[src/rtl/eth_ctrl_pkg.sv]
// rtl/eth_ctrl_pkg.sv - shared types and constants for the Ethernet control path
package eth_ctrl_pkg;

   localparam int         CNT_W_DEF     = 24;
   localparam logic [7:0] LOCK_LOSS_MAX = 8'd255;

   typedef enum logic [2:0] {
      ST_IDLE        = 3'd0,
      ST_WAIT_LOCK   = 3'd1,
      ST_PHY_RST     = 3'd2,
      ST_PHY_SETTLE  = 3'd3,
      ST_MAC_RELEASE = 3'd4,
      ST_RUN         = 3'd5,
      ST_FAULT       = 3'd6
   } bringup_state_e;

endpackage

[src/rtl/sync_2ff.sv]
// rtl/sync_2ff.sv - two-flop synchronizer for a single asynchronous bit
module sync_2ff (
   input  logic clk_i,
   input  logic rst_i,
   input  logic d_i,
   output logic q_o
);

   logic meta_q;
   logic sync_q;

   always_ff @(posedge clk_i or posedge rst_i) begin
      if (rst_i) begin
         meta_q <= 1'b0;
         sync_q <= 1'b0;
      end else begin
         meta_q <= d_i;
         sync_q <= meta_q;
      end
   end

   assign q_o = sync_q;

endmodule

[src/rtl/phy_bringup_ctrl.sv]
// rtl/phy_bringup_ctrl.sv - RGMII PHY/MAC power-up and recovery sequencer
// PHY_INT_MON_EN adds a PHY interrupt falling-edge pulse while in RUN.
module phy_bringup_ctrl
   import eth_ctrl_pkg::*;
#(
   parameter int RST_CYCLES      = 1000000,
   parameter int SETTLE_CYCLES   = 5000000,
   parameter int MAC_HOLD_CYCLES = 16,
   parameter int LOCK_TIMEOUT    = 10000000,
   parameter int CNT_W           = CNT_W_DEF
) (
   input  logic       clkIn,
   input  logic       rstIn,
   input  logic       mmcmLockedIn,
   input  logic       intBIn,
   input  logic       restartIn,
   output logic       phyRstBOut,
   output logic       macRstOut,
   output logic       linkReadyOut,
   output logic       faultOut,
   output logic [2:0] stateOut,
   output logic [7:0] lockLossCntOut,
   output logic       intPulseOut
);

   localparam logic [CNT_W-1:0] LOCK_LOAD   = CNT_W'(LOCK_TIMEOUT - 1);
   localparam logic [CNT_W-1:0] RST_LOAD    = CNT_W'(RST_CYCLES - 1);
   localparam logic [CNT_W-1:0] SETTLE_LOAD = CNT_W'(SETTLE_CYCLES - 1);
   localparam logic [CNT_W-1:0] HOLD_LOAD   = CNT_W'(MAC_HOLD_CYCLES - 1);

   bringup_state_e   state_q, state_d;
   logic [CNT_W-1:0] cnt_q, cnt_d;
   logic [7:0]       llc_q, llc_d;
   logic             phy_rst_b_q, mac_rst_q, link_q, fault_q;
   logic             lock;
   logic             in_seq;

   sync_2ff u_lock_sync (
      .clk_i (clkIn),
      .rst_i (rstIn),
      .d_i   (mmcmLockedIn),
      .q_o   (lock)
   );

   assign in_seq = state_q inside {ST_PHY_RST, ST_PHY_SETTLE, ST_MAC_RELEASE, ST_RUN};

   always_comb begin
      state_d = state_q;
      cnt_d   = (cnt_q != '0) ? cnt_q - 1'b1 : cnt_q;
      llc_d   = llc_q;
      case (state_q)
         ST_IDLE: begin
            state_d = ST_WAIT_LOCK;
            cnt_d   = LOCK_LOAD;
         end
         ST_WAIT_LOCK: begin
            if (lock) begin
               state_d = ST_PHY_RST;
               cnt_d   = RST_LOAD;
            end else if (restartIn) begin
               cnt_d   = LOCK_LOAD;
            end else if (cnt_q == '0) begin
               state_d = ST_FAULT;
            end
         end
         ST_PHY_RST: if (cnt_q == '0) begin
            state_d = ST_PHY_SETTLE;
            cnt_d   = SETTLE_LOAD;
         end
         ST_PHY_SETTLE: if (cnt_q == '0) begin
            state_d = ST_MAC_RELEASE;
            cnt_d   = HOLD_LOAD;
         end
         ST_MAC_RELEASE: if (cnt_q == '0) state_d = ST_RUN;
         ST_RUN: ;
         ST_FAULT: if (restartIn) begin
            state_d = ST_WAIT_LOCK;
            cnt_d   = LOCK_LOAD;
         end
         default: state_d = ST_IDLE;
      endcase
      // Aborts override any counter expiry in the same cycle; lock loss wins over restart.
      if (in_seq && (!lock || restartIn)) begin
         state_d = ST_WAIT_LOCK;
         cnt_d   = LOCK_LOAD;
         if (!lock && llc_q != LOCK_LOSS_MAX) llc_d = llc_q + 8'd1;
      end
   end

   always_ff @(posedge clkIn or posedge rstIn) begin
      if (rstIn) begin
         state_q     <= ST_IDLE;
         cnt_q       <= '0;
         llc_q       <= '0;
         phy_rst_b_q <= 1'b0;
         mac_rst_q   <= 1'b1;
         link_q      <= 1'b0;
         fault_q     <= 1'b0;
      end else begin
         state_q     <= state_d;
         cnt_q       <= cnt_d;
         llc_q       <= llc_d;
         phy_rst_b_q <= state_d inside {ST_PHY_SETTLE, ST_MAC_RELEASE, ST_RUN};
         mac_rst_q   <= !(state_d inside {ST_MAC_RELEASE, ST_RUN});
         link_q      <= (state_d == ST_RUN);
         fault_q     <= (state_d == ST_FAULT);
      end
   end

   assign phyRstBOut     = phy_rst_b_q;
   assign macRstOut      = mac_rst_q;
   assign linkReadyOut   = link_q;
   assign faultOut       = fault_q;
   assign stateOut       = state_q;
   assign lockLossCntOut = llc_q;

`ifdef PHY_INT_MON_EN
   logic int_b_sync;
   logic int_hist_q;
   logic int_pulse_q;

   sync_2ff u_int_sync (
      .clk_i (clkIn),
      .rst_i (rstIn),
      .d_i   (intBIn),
      .q_o   (int_b_sync)
   );

   always_ff @(posedge clkIn or posedge rstIn) begin
      if (rstIn) begin
         int_hist_q  <= 1'b0;
         int_pulse_q <= 1'b0;
      end else begin
         int_hist_q  <= int_b_sync;
         int_pulse_q <= (state_q == ST_RUN) && int_hist_q && !int_b_sync;
      end
   end

   assign intPulseOut = int_pulse_q;
`else
   logic unused_int_b;
   assign unused_int_b = intBIn;
   assign intPulseOut  = 1'b0;
`endif

endmodule

[config.mk]
export PLATFORM = sky130hd
export DESIGN_NAME = phy_bringup_ctrl
export DESIGN_NICKNAME = d
export VERILOG_FILES = /design/src/rtl/eth_ctrl_pkg.sv /design/src/rtl/sync_2ff.sv /design/src/rtl/phy_bringup_ctrl.sv
export SDC_FILE = /design/constraint.sdc
export NUM_CORES = 1
export LEC_CHECK = 0
export ABC_AREA = 1
export BUFFER_PORTS_ARGS = -buffer_cell sky130_fd_sc_hd__buf_4
export CAP_MARGIN = 20
export CORE_MARGIN = 2
export CORE_UTILIZATION = 40
export CTS_CLUSTER_SIZE = 24
export DETAILED_ROUTE_END_ITERATION = 7
export PLACE_DENSITY = 0.68
export SETUP_SLACK_MARGIN = 0.15
export SYNTH_ARGS = -nofsm -noshare
export SYNTH_HDL_FRONTEND = slang
export SYNTH_SLANG_ARGS = --single-unit
[constraint.sdc]
create_clock -name clkIn -period 2.3 [get_ports clkIn]
set_input_delay 0 -clock clkIn [delete_from_list [all_inputs] [get_ports clkIn]]
set_output_delay 0 -clock clkIn [all_outputs]
set_load 0.01 [all_outputs]
**After elaboration in Yosys (flattened, before gate mapping)**

Index checks and enable logic that the tools add are counted.

- Bits in registers: 41
- Input port bits: 5
- Word-level logic and storage cells: 50

- Multiplexer cells: 16
- Add/sub/neg operators: 2
- Eq/ne operators: 11
- Reduce and logical (&&, ||, !) cells: 12

Operator list:

| operator | number |
|---|---|
| 24-bit two-way mux | 6 |
| 24-bit case mux with 5 select lines | 1 |
| 24-bit logical NOT | 1 |
| 3-bit two-way mux | 8 |
| 24-bit nonzero test | 1 |
| 24-bit by 1-bit subtractor with 24-bit output, second input constant | 1 |
| 3-bit case mux with 7 select lines | 1 |
| 3-bit == test, second input constant | 6 |
| 3-bit by 2-bit == test with 1-bit output, second input constant | 3 |
| 8-bit by 1-bit adder with 8-bit output, second input constant | 1 |
| 8-bit != test, second input constant | 1 |
| 4-bit nonzero test | 1 |
| 3-bit by 1-bit == test with 1-bit output, second input constant | 1 |
| 3-bit logical NOT | 1 |
| 3-bit nonzero test | 1 |
| 1-bit logical AND | 2 |
| 1-bit logical NOT | 2 |
| 2-bit AND reduction | 1 |
| 2-bit nonzero test | 1 |
| 1-bit logical OR | 1 |

**Logic depth before layout (Yosys ltp)**

Gate-level depths: netlist of run 1.

- Depth after elaboration: 9
- Gate-level depth with buffers: 11
- Mapped depth without buffers: 11

**Cells and area by module**

A second synthesis of run 1 with hierarchy kept.

- Cells, all modules: 345
- Area, all modules: 2588.7 um^2

By module, submodules not included:

| module | cells an instance | area each (um^2) | instances |
|---|---|---|---|
| phy_bringup_ctrl | 342 | 2534.9 | 1 |
| sync_2ff | 3 | 53.8 | 1 |

**Least setup slack after synthesis of run 1**

No wires, ideal clock.

- Kind: reg2reg
- Start point: register cnt_q[0]
- End point: register cnt_q[0]
- Clock period less this slack: 1.906 ns
- Setup time: 0.151 ns
- Stages on the path, launching flop included: 10
- Arrival time: 1.754 ns
- Setup slack: 0.394 ns
- Cells stage by stage: dfrtp_1 > inv_1 > ha_1 > nand2_2 > nor2_8 > nand3_4 > buf_2 > ha_1 > nand2_1 > o2111ai_1

- Word-level cells in the longest chain between the ends: 6
- Elaborated cells on any way between the ends: 10

Ends and longest elaborated chain:

| item | RTL line | source |
|---|---|---|
| start, declared | phy_bringup_ctrl.sv:32 | `logic [CNT_W-1:0] cnt_q, cnt_d;` |
| start signal, assigned | phy_bringup_ctrl.sv:101 | `cnt_q <= cnt_d;` |
| 24-bit by 1-bit subtractor with 24-bit output / 24-bit nonzero test (equally long branches) | phy_bringup_ctrl.sv:49 | `cnt_d = (cnt_q != '0) ? cnt_q - 1'b1 : cnt_q;` |
| 24-bit two-way mux | phy_bringup_ctrl.sv:49 |  |
| 24-bit two-way mux | phy_bringup_ctrl.sv:60, phy_bringup_ctrl.sv:76 |  |
| 24-bit two-way mux | phy_bringup_ctrl.sv:57 | `if (lock) begin` |
| 24-bit case mux with 5 select lines (*) | phy_bringup_ctrl.sv:51 | `case (state_q)` |
| 24-bit two-way mux (*) | phy_bringup_ctrl.sv:83 | `if (in_seq && (!lock \|\| restartIn)) begin` |
| net cnt_d[0] | phy_bringup_ctrl.sv:32 |  |

The timed path passes the listed nets; every way through them passes the cells marked *.
A chain may end at the register's enable or synchronous reset.

**Worst setup path after layout of run 1**

- Start point: register cnt_q[0]
- End point: register cnt_q[11]

The elaborated chain is that of the path after synthesis.

==> reports/results.tsv, run 1 <==
stage	metric	value	unit
layout	area growth from synthesis to layout	13.21	%
synth	fraction of synthesized area in multiplexers	0.8712	%
clocking	clock buffer depth	2	
global_routing	largest net degree at the start of global routing	25	
sta	final setup TNS	0	ns
die	Die H	84.39	um
layout	Antenna Cells	0	
job	max-cap violations	0	
sta	Final Cycle Share	83.80	%
global_routing	initial antenna violation count	0	
clocking	H-Tree Depth	2	
critical_path	FF-to-FF Start	cnt_q[0]	
sta	Fin Clk Skew	0.01059	ns
synth	Async SR Flop Fraction	100.0	%
sta	max frequency	0.5189	GHz
clocking	clock buffer count from CTS	5	
clocking	CTS root buf	clkbuf_8	
detailed_routing	routed len/inst	13.02	um
synth	Post-Synth Simple-Gate Area	37.56	%
clocking	CTS tree	built	
die	Chip Width	84.39	um
synth	Synth Area in Adders	1.452	%
critical_path	Max FO, Critical Path	7	
synth	combinational family with the most area after synthesis	simple AND/OR/NAND/NOR gates	
min_path	Worst Hold Path EP	cnt_q[1]	
detailed_routing	Initial DRC Count	122	
detailed_routing	vias per inst	5.085	
layout	area of the multi-input gates	1390	sq um
synth	synthesized instance count	344	
placement	dpl cell area	2815	sq um
sta	Finish-stage setup viols	0	
critical_path	Critical Path RT	2.51	ns
critical_path	setup slack, reg-to-reg	0.37	ns
global_routing	total grt overflow	0	
pwr	VDD IR max	0.0006649	V
synth	Synth Area in Compound Gates	7.115	%
synth	EDFF count, synth	0	
min_path	hold depth	3	
critical_path	Startpoint Class	flip-flop	
placement	port buffer count	18	
synth	Top FF cell, synth	dfrtp_1	
layout	commonest non-fill, non-tap cell in the layout	nand2_1	
synth	post-synthesis register bit count	41	
placement	detailed placement HPWL	4489	um
synth	Synth Area per Inst	7.514	sq um
pwr	Gate power share	45.5	%
synth	register area share after synthesis	39.74	%
synth	Ys Warns	0	
die	Die ar.	7122	sq um
layout	number of fill cells	644	
global_routing	vias in the first global route	2230	
detailed_routing	first-pass iteration count of the detailed router	4	
pwr	Clock Power Share	15.9	%
layout	cell area after layout	2927	sq um
sta	endpoints failing hold	0	
layout	share of cells above drive strength 1	16.13	%
detailed_routing	DRC	0	
synth	Synth Area in XOR/XNOR	6.438	%
pwr	internal cell power	1.634	mW
pwr	Seq pwr share	38.6	%
clocking	clock-pin slew on the worst setup and hold paths	0.09	ns
critical_path	Critical R2R Capture	cnt_q[11]	
global_routing	GR Util All Layers	17.67	%
pwr	P per Cell Area	1028	nW/um^2
global_routing	first-pass GRT wire length	10280	um
layout	Reg area	1027	sq um
placement	RD Place Congestion	0.9416	
detailed_routing	DRT Wirelength	5847	um
critical_path	CP endpoint kind	flip-flop	
run_status	status	completed	
layout	most frequent cells in the layout	nand2_1 (85), nor2_1 (55), dfrtp_1 (40)	
sta	Least-Margin Pin Slew	0.6513	ns
sta	max-slew violations	0	
pwr	Pleak	1.398	nW
min_path	hold path startpoint	restartIn	
placement	Placed Cells	439	
sta	Final Critical Period	1.927	ns
clocking	clk sink count	41	
detailed_routing	DR vias	2283	
synth	Netlist cell types	39	
detailed_routing	antenna-violating nets left	0	
sta	max_slew headroom	56.53	%
die	Starting Density	40.94	%
synth	Mapped Area	2585	sq um
synth	syn_nets	352	
sta	RSZ-0062 raised after global routing	false	
die	I/O pin count	21	
critical_path	CP Class	flip-flop to flip-flop	
die	cell row count	29	
pwr	switching portion of total power	45.70	%
layout	Net count, final	379	
clocking	worst skew pair latency	0.31	ns
pwr	Psw	1.375	mW
sta	WHS	0.1431	ns
critical_path	CP arrival	2.14	ns
critical_path	R2R depth	11	
layout	Finished Layout Cells	449	
die	Core Box Area	6314	sq um
min_path	hold crit path type	primary input to flip-flop	
## critical path, cell delays in order, from the launching register on
cell and delay (ns):
dfrtp_1 0.43, inv_1 0.11, ha_1 0.19, nand2_2 0.12
nor2_8 0.20, nand2_1 0.11, nor2_4 0.19, nand2_1 0.11
nand3_2 0.16, nand2_1 0.10, nand2_1 0.07, inv_1 0.04
## power by group through the flow
stage	sequential (mW)	clock, mW	combinational [mW]
after floorplan	1.13	0	0.997
after global placement	1.17	0	1.34
after detailed placement	1.17	0	1.36
after CTS	1.16	0.492	1.37
after global routing	1.19	0.526	1.55
final	1.16	0.478	1.37
## cell usage after synthesis, types with 2 or more instances
library cell / n / area share [%]
o211ai_1: 2 / 0.58
nand4_1: 10 / 2.4
nand3_4: 2 / 1.4
o21ai_1: 4 / 0.77
mux2_2: 2 / 0.87
dfrtp_1: 40 / 39
xnor2_1: 9 / 3.0
inv_1: 34 / 4.9
xor2_1: 10 / 3.4
nand3_1: 29 / 5.6
nor2_1: 55 / 8.0
o21bai_1: 2 / 0.58
inv_2: 4 / 0.58
nor2_2: 7 / 1.7
nand2_1: 85 / 12
o21ai_0: 6 / 1.2
nor3_1: 7 / 1.4
nor2_4: 3 / 1.3
ha_1: 3 / 1.5
a21oi_1: 9 / 1.7
nand2_2: 3 / 0.73
## state kept, by name, indices dropped and copies added (netlist names)
signal / cells
macRstOut: 1
phyRstBOut: 1
u_lock_sync.q_o: 1
faultOut: 1
linkReadyOut: 1
u_lock_sync.meta_q: 1
stateOut: 3
cnt_q: 24
lockLossCntOut: 8
## routing by layer
layer	part of all wire [%]	GRT usage [%]
met1	47	23.69
met5	0	0
met4	1.1	4.185
met3	5.1	4.425
met2	46	29.00
## final cells by class
| cell class | count | share of cell area (%) |
|---|---|---|
| flip-flops and latches | 41 | 35.10 |
| multi-input cells | 261 | 47.50 |
| clock inverters | 3 | 0.5985 |
| well taps | 77 | 3.292 |
| inverters | 39 | 5.088 |
| repair buffers | 23 | 6.071 |
| clock buffers | 5 | 2.351 |
## cells by family (layout without fill, tap and decap cells)
group | after synthesis | in the layout
and+or+nand+nor | 207 | 207
buffers and inverters | 42 | 70
DFF | 41 | 41
AOI/OAI and AO/OA | 29 | 29
xor gates and xnor gates | 19 | 19
adders and majority gates | 3 | 3
muxes | 2 | 2
other | 1 | 1
## timing repair
action | CTS | global route
gates resized for setup | 0 | 1
hold buffers | 2 | 0
endpoints found under the hold margin | 17 | 0
endpoints found under the setup margin | 0 | 1
setup buffers | 0 | 0
## through the flow
stage	total power, mW	utilization, %	setup WS, ns
after floorplan	2.126	-	0.3942
after global placement	2.507	44.59	0.3608
after detailed placement	2.524	44.59	0.3172
after CTS	3.015	46.27	0.3071
after global routing	3.263	46.35	0.1813
final	3.009	46.35	0.3727
## worst max path at each step
stage / from / end / slack [ns] / cells past startpoint
after CTS: cnt_q[0] / cnt_q[6] / 0.31 / 9
after detailed placement: cnt_q[0] / cnt_q[6] / 0.32 / 9
after floorplan: cnt_q[0] / cnt_q[0] / 0.39 / 9
after global placement: cnt_q[0] / cnt_q[6] / 0.36 / 9
after global routing: cnt_q[0] / stateOut[0] / 0.18 / 9
final: cnt_q[0] / cnt_q[11] / 0.37 / 11
No activity file was read; power rests on OpenSTA's default activity.
==> run 2: changes to the inputs <==
--- a/config.mk
+++ b/config.mk
@@ -5,14 +5,14 @@
 export SDC_FILE = /design/constraint.sdc
 export NUM_CORES = 1
 export LEC_CHECK = 0
-export ABC_AREA = 1
+export ABC_AREA = 0
 export BUFFER_PORTS_ARGS = -buffer_cell sky130_fd_sc_hd__buf_4
 export CAP_MARGIN = 20
 export CORE_MARGIN = 2
 export CORE_UTILIZATION = 40
 export CTS_CLUSTER_SIZE = 24
 export DETAILED_ROUTE_END_ITERATION = 7
-export PLACE_DENSITY = 0.68
+export PLACE_DENSITY = 0.7
 export SETUP_SLACK_MARGIN = 0.15
 export SYNTH_ARGS = -nofsm -noshare
 export SYNTH_HDL_FRONTEND = slang
==> constraint.sdc (replaced) <==
create_clock -name clkIn -period 1.7 [get_ports clkIn]
set_input_delay 0 -clock clkIn [delete_from_list [all_inputs] [get_ports clkIn]]
set_output_delay 0 -clock clkIn [all_outputs]
set_load 0.01 [all_outputs]
==> reports/results.tsv, run 2 <==
stage	metric	value	unit	change
synth	synthesized instance count	266		-23%
critical_path	CP Buf/Inv Count	1		-1
synth	syn_nets	274		-22%
critical_path	Max FO, Critical Path	5		-2
die	I/O pin count	21		unchanged
synth	Synth top area share	39.82	%	+1.1 points
pwr	Seq pwr share	33.6	%	-5.0 points
critical_path	Critical Path RT	1.93	ns	-0.58 ns
sta	Finish-stage setup viols	31		+31
detailed_routing	DRC	0		unchanged
critical_path	CP cell instances	inv_2 > ha_4 > or4b_4 > nor2_4 > nand4_4 > or4_1 > a21oi_1		
die	Starting Density	41.96	%	+1.0 points
synth	Mapped Area	2514	sq um	-2.8%
detailed_routing	antenna-violating nets left	0		unchanged
pwr	Gate power share	41.9	%	-3.6 points
detailed_routing	Initial DRC Count	167		+37%
synth	count leader, synth	dfrtp_1		
min_path	hold crit path type	primary input to flip-flop		
critical_path	slowest stage delay, CP	0.51	ns	+0.08 ns
clocking	H-Tree Depth	2		unchanged
global_routing	vias in the first global route	2581		+16%
clocking	clock buffer depth	2		unchanged
synth	Top FF cell, synth	dfrtp_1		
clocking	clock-pin slew on the worst setup and hold paths	0.09	ns	about the same
job	max-cap violations	0		unchanged
layout	Reg area	1027	sq um	unchanged
run_status	failing checks	negative hold slack, negative setup slack		
synth	Synth area leader	dfrtp_1		
die	Die H	83.27	um	-1.3%
critical_path	CP Class	flip-flop to flip-flop		
run_status	status	complete, but fails checks		
sta	WHS	-0.03555	ns	-0.1786 ns
placement	RD Place Congestion	0.9512		+1.0%
clocking	worst skew pair latency	0.30	ns	about the same
die	Core Box Area	5991	sq um	-5.1%
layout	max FFs per register	24		unchanged
critical_path	critical path's top delay family	simple AND/OR/NAND/NOR gates		
placement	port buffer count	18		unchanged
critical_path	CP endpoint kind	flip-flop		
sta	Final Critical Period	2.031	ns	+0.1039 ns
global_routing	total grt overflow	0		unchanged
sta	Final Cycle Share	119.5	%	+36 points
clocking	CTS root buf	clkbuf_8		
clocking	clock buffer count from CTS	5		unchanged
placement	detailed placement HPWL	5347	um	+19%
pwr	Pleak	1.675	nW	+20%
layout	Top reg by flops	cnt_q		
detailed_routing	DRT Wirelength	8441	um	+44%
synth	Async SR Flop Fraction	100.0	%	unchanged
pwr	VDD IR max	0.0006221	V	-6.4%
global_routing	largest net degree at the start of global routing	42		+68%
clocking	clk sink count	41		unchanged
detailed_routing	vias per inst	5.871		+15%
die	Chip Width	83.27	um	-1.3%
clocking	CTS Hold Bufs	2		unchanged
sta	final setup TNS	-6.535	ns	-6.535 ns
layout	area of the multi-input gates	1808	sq um	+30%
pwr	Psw	1.388	mW	+0.91%
die	Die ar.	6934	sq um	-2.6%
die	cell row count	28		-3.4%
placement	dpl ws	-0.3435	ns	-0.6607 ns
synth	Netlist cell types	62		+59%
synth	EDFF count, synth	0		unchanged
sta	max frequency	0.4923	GHz	-5.1%
synth	top cells by count, synth	dfrtp_1 (40), nor2_1 (23), a21oi_1 (22), nand2_1 (14), xnor2_1 (11)		
sta	worst setup margin	-0.3312	ns	-0.7039 ns
layout	cell area after layout	4013	sq um	+37%
sta	RSZ-0062 raised after global routing	true		
synth	post-synthesis register bit count	41		unchanged
clocking	CTS tree	built		
synth	Ys Warns	0		unchanged
sta	Least-Margin Pin Slew	0.5441	ns	-0.1072 ns
synth	register area share after synthesis	40.87	%	+1.1 points
pwr	Clock Power Share	24.5	%	+8.6 points
detailed_routing	routed len/inst	18.76	um	+44%
global_routing	first-pass GRT wire length	12970	um	+26%
layout	area growth from synthesis to layout	59.63	%	
synth	Synth Area per Inst	9.450	sq um	+26%
critical_path	CP arrival	2.26	ns	+0.12 ns
global_routing	initial antenna violation count	0		unchanged
critical_path	Max stage delay cell, worst path	or4b_4		
layout	most frequent cells in the layout	buf_4 (94), dfrtp_1 (40), buf_6 (17)		
global_routing	GR Util All Layers	23.50	%	+5.8 points
sta	endpoints failing hold	2		+2
sta	Fin Clk Skew	0.009193	ns	-0.001402 ns
layout	share of cells above drive strength 1	53.60	%	+37 points
detailed_routing	first-pass iteration count of the detailed router	5		+1
detailed_routing	DR vias	2642		+16%
sta	max-slew violations	0		unchanged
pwr	P per Cell Area	985.7	nW/um^2	-4.1%
sta	max_slew headroom	63.73	%	+7.2 points
critical_path	Startpoint Class	flip-flop		
layout	commonest non-fill, non-tap cell in the layout	buf_4		
synth	dominant cells by area after synthesis	dfrtp_1 (40%), a21oi_1 (4.4%), xnor2_1 (3.8%)		
pwr	switching portion of total power	35.08	%	-11 points
layout	Antenna Cells	0		unchanged
pwr	internal cell power	2.568	mW	+57%
layout	Net count, final	382		+0.79%
placement	dpl cell area	3317	sq um	+18%
layout	number of fill cells	408		-37%
-- run 2: cell count changes after synthesis, moves of 7 or more --
cell      change
nand2_1      -71
nand3_1      -24
inv_1        -28
a211oi_1      +7
a21oi_1      +13
clkbuf_1      +8
nor2_1       -32
-- run 2: layout make-up --
| type | instances | share of cell area, % |
|---|---|---|
| multi-input cells | 206 | 45.06 |
| flip-flops and latches | 41 | 25.60 |
| repair buffers | 113 | 22.86 |
| well taps | 75 | 2.339 |
| clock buffers | 5 | 1.715 |
| clock inverters | 3 | 1.715 |
| inverters | 7 | 0.7172 |
-- run 2: routing by layer --
metal | track usage, % | part of all wire, %
met4 | 7.154 | 2.5
met3 | 4.076 | 3.9
met1 | 30.01 | 43
met5 | 0 | 0
met2 | 40.54 | 51
-- run 2: worst paths after layout --
| kind | start | endpoint | slack [ns] | depth (start not counted) |
|---|---|---|---|---|
| min in group asynchronous | rstIn | u_lock_sync.meta_q | 0.39 | 4 |
| max reg2reg | cnt_q[1] | stateOut[2] | -0.33 | 7 |
| min | restartIn | faultOut | -0.04 | 2 |
| max | cnt_q[1] | stateOut[2] | -0.33 | 7 |
| max in group asynchronous | rstIn | cnt_q[9] | 0.93 | 4 |
| min reg2reg | u_lock_sync.meta_q | u_lock_sync.q_o | 0.36 | 0 |
-- run 2: worst register-to-register path, delay by kind of cell, from the launching register on --
| family | cells | cell delay, ns |
|---|---|---|
| AO/OA/AOI/OAI | 1 | 0.14 |
| adder cells (fa/ha/maj) | 1 | 0.13 |
| buffers and inverters | 1 | 0.07 |
| flip-flops | 1 | 0.40 |
| AND/OR/NAND/NOR | 4 | 1.22 |
-- run 2: per-stage QoR --
stage          utilization [%]  power [mW]  instances
6_report                 66.98       3.955        450
3_3_place_gp             55.37       2.633        422
2_1_floorplan                -       2.035        266
3_5_place_dp             55.37       2.682        422
4_1_cts                  63.58       3.802        445
5_1_grt                  66.98       4.143        450
-- run 2: what timing repair did --
item | 4_1_cts | 5_1_grt
gates resized for setup | 54 | 35
pin swaps | 23 | 30
endpoints found under the setup margin | 36 | 38
buffers inserted | 12 | 5
hold endpoints to repair | 43 | 2
cloned | 1 | 0
-- run 2: cells by family after synthesis --
logic type / after synthesis / share of synthesized area [%]
other cells: 1 / 0.1492
xor+xnor: 15 / 5.226
compound gates: 79 / 21.40
buf+inv: 19 / 3.285
simple gates: 104 / 25.88
flops: 41 / 40.87
mux: 3 / 1.294
fa+ha+maj: 4 / 1.892
-- run 2: power by group through the flow --
stage / Clock, mW / Combinational, mW / Sequential [mW]
after floorplan: 0 / 0.655 / 1.38
after global placement: 0 / 1.31 / 1.32
after detailed placement: 0 / 1.35 / 1.33
after CTS: 0.987 / 1.49 / 1.32
after global routing: 1.03 / 1.77 / 1.35
final: 0.970 / 1.66 / 1.33
==> run 3: changes to the inputs <==
--- a/config.mk
+++ b/config.mk
@@ -13,7 +13,7 @@
 export CTS_CLUSTER_SIZE = 24
 export DETAILED_ROUTE_END_ITERATION = 7
 export PLACE_DENSITY = 0.7
-export SETUP_SLACK_MARGIN = 0.15
+export SETUP_SLACK_MARGIN = 0.3
 export SYNTH_ARGS = -nofsm -noshare
 export SYNTH_HDL_FRONTEND = slang
 export SYNTH_SLANG_ARGS = --single-unit
==> reports/results.tsv, run 3 (synthesized netlist as in run 2, its figures left out) <==
stage	metric	value	unit	change
global_routing	initial antenna violation count	0		unchanged
pwr	total power	3.993	mW	+0.94%
global_routing	GR Util All Layers	24.45	%	+0.95 points
layout	commonest non-fill, non-tap cell in the layout	buf_4		
sta	max_slew headroom	62.46	%	-1.3 points
placement	detailed placement HPWL	5426	um	+1.5%
sta	Final Critical Period	2.095	ns	+0.06339 ns
detailed_routing	antenna-violating nets left	0		unchanged
layout	share of cells above drive strength 1	56.51	%	+2.9 points
die	Core Box Area	5991	sq um	unchanged
layout	Reg area	1030	sq um	+0.24%
run_status	status	complete, but fails checks		
clocking	CTS root buf	clkbuf_8		
critical_path	CP arrival	2.33	ns	+0.07 ns
sta	Finish-stage setup viols	31		unchanged
detailed_routing	DR vias	2705		+2.4%
run_status	failing checks	negative setup slack		
sta	RSZ-0062 raised after global routing	true		
min_path	hold crit path type	primary input to flip-flop		
job	max-cap violations	0		unchanged
die	Die ar.	6934	sq um	unchanged
layout	Top reg by flops	cnt_q		
global_routing	total grt overflow	0		unchanged
clocking	H-Tree Depth	2		unchanged
critical_path	FF-to-FF Start	cnt_q[0]		
min_path	hold path startpoint	restartIn		
layout	Antenna Cells	0		unchanged
detailed_routing	Initial DRC Count	223		+34%
sta	Fin Clk Skew	0.008570	ns	-0.0006223 ns
critical_path	CP cell instances	inv_2 > ha_4 > or4b_4 > nor2_4 > nand4_4 > or4_4 > a21oi_2		
clocking	CTS tree	built		
detailed_routing	routed len/inst	19.01	um	+1.3%
pwr	VDD IR max	0.0006454	V	+3.7%
clocking	worst skew pair latency	0.30	ns	about the same
sta	Final Cycle Share	123.2	%	+3.7 points
sta	max-slew violations	0		unchanged
detailed_routing	first-pass iteration count of the detailed router	5		unchanged
min_path	hold depth	2		unchanged
global_routing	largest net degree at the start of global routing	42		unchanged
layout	most frequent cells in the layout	buf_4 (98), dfrtp_1 (38), buf_6 (21)		
placement	port buffer count	18		unchanged
critical_path	R2R depth	7		unchanged
critical_path	Critical R2R Capture	stateOut[2]		
global_routing	vias in the first global route	2750		+6.5%
clocking	clock buffer depth	2		unchanged
sta	worst setup margin	-0.3946	ns	-0.06339 ns
min_path	Worst Hold Path EP	stateOut[1]		
critical_path	CP Class	flip-flop to flip-flop		
clocking	clock-pin slew on the worst setup and hold paths	0.09	ns	about the same
placement	RD Place Congestion	0.9063		-4.7%
die	Die H	83.27	um	unchanged
detailed_routing	DRC	0		unchanged
die	Starting Density	41.96	%	unchanged
die	cell row count	28		unchanged
clocking	clock buffer count from CTS	5		unchanged
pwr	P per Cell Area	962.0	nW/um^2	-2.4%
layout	number of fill cells	385		-5.6%
sta	endpoints failing hold	0		-2
critical_path	setup slack, reg-to-reg	-0.39	ns	-0.06 ns
critical_path	Max stage delay cell, worst path	or4b_4		
detailed_routing	vias per inst	5.893		+0.38%
sta	max frequency	0.4774	GHz	-3.0%
critical_path	slowest stage delay, CP	0.51	ns	about the same
critical_path	Critical Path RT	1.93	ns	about the same
layout	area of the multi-input gates	1858	sq um	+2.8%
layout	area growth from synthesis to layout	65.11	%	
critical_path	CP endpoint kind	flip-flop		
critical_path	Startpoint Class	flip-flop		
placement	dpl ws	-0.3844	ns	-0.04090 ns
die	I/O pin count	21		unchanged
layout	Net count, final	391		+2.4%
layout	max FFs per register	24		unchanged
critical_path	Max FO, Critical Path	5		unchanged
detailed_routing	DRT Wirelength	8726	um	+3.4%
global_routing	first-pass GRT wire length	13720	um	+5.8%
die	Chip Width	83.27	um	unchanged
clocking	clk sink count	41		unchanged
sta	Least-Margin Pin Slew	0.5572	ns	+0.01303 ns
pwr	Pleak	1.734	nW	+3.5%
==> run 3: metal layers <==
metal / GRT usage (%) / vias up / routed length, um
met2: 41.72 / 112 / 4469
met3: 4.573 / 33 / 443
met5: 0 / - / 0
met4: 9.091 / 0 / 297
met1: 30.70 / 1331 / 3516
li1: - / 1229 / -
==> run 3: power by group <==
part	leakage (nW)	switching, mW	internal (mW)
clock network	0.0687	0.381	0.592
registers	0.485	0.199	1.15
logic	1.18	0.845	0.831
==> run 3: worst max path at each step <==
stage / start / endpoint / slack, ns
3_3_place_gp: cnt_q[1] / stateOut[2] / -0.30
3_5_place_dp: cnt_q[0] / stateOut[1] / -0.38
5_1_grt: cnt_q[0] / cnt_q[15] / -0.46
2_1_floorplan: cnt_q[0] / cnt_q[15] / -0.28
4_1_cts: cnt_q[0] / stateOut[2] / -0.33
6_report: cnt_q[0] / stateOut[2] / -0.39
==> run 3: area by class of cell <==
cell class / instances / area share, %
clock inverter: 3 / 1.658
clock buffer: 5 / 1.658
inverter: 7 / 0.6934
multi-input combinational: 206 / 44.77
timing repair buffer: 122 / 24.15
sequential: 41 / 24.81
tap: 75 / 2.261
==> run 3: worst max-delay path, delay by kind of cell (launching register included) <==
| family | cells | cell delay (ns) |
|---|---|---|
| compound gates | 1 | 0.13 |
| fa+ha+maj | 1 | 0.15 |
| buf+inv | 1 | 0.08 |
| flops | 1 | 0.41 |
| simple gates | 4 | 1.24 |
==> run 3: per-stage QoR <==
| stage | instance area (sq um) | TNS (ns) | std cells | hold slack, ns | utilization (%) |
|---|---|---|---|---|---|
| 6_report | 4150 | -9.214 | 459 | 0.04292 | 69.28 |
| 5_1_grt | 4150 | -11.39 | 459 | 0.03295 | 69.28 |
| 4_1_cts | 3943 | -6.152 | 449 | 0.009081 | 65.81 |
| 3_5_place_dp | 3316 | -7.718 | 421 | 0.1106 | 55.35 |
| 3_3_place_gp | 3316 | -6.594 | 421 | 0.1110 | 55.35 |
| 2_1_floorplan | 2595 | -3.886 | 266 | 0.03143 | - |
==> run 3: repair_timing <==
item / in CTS / in global routing
pin swaps: 26 / 31
endpoints found under the setup margin: 39 / 39
setup buffers: 16 / 9
hold buffers: 3 / 0
cloned: 1 / 1
resized for setup: 75 / 30
endpoints found under the hold margin: 43 / 0
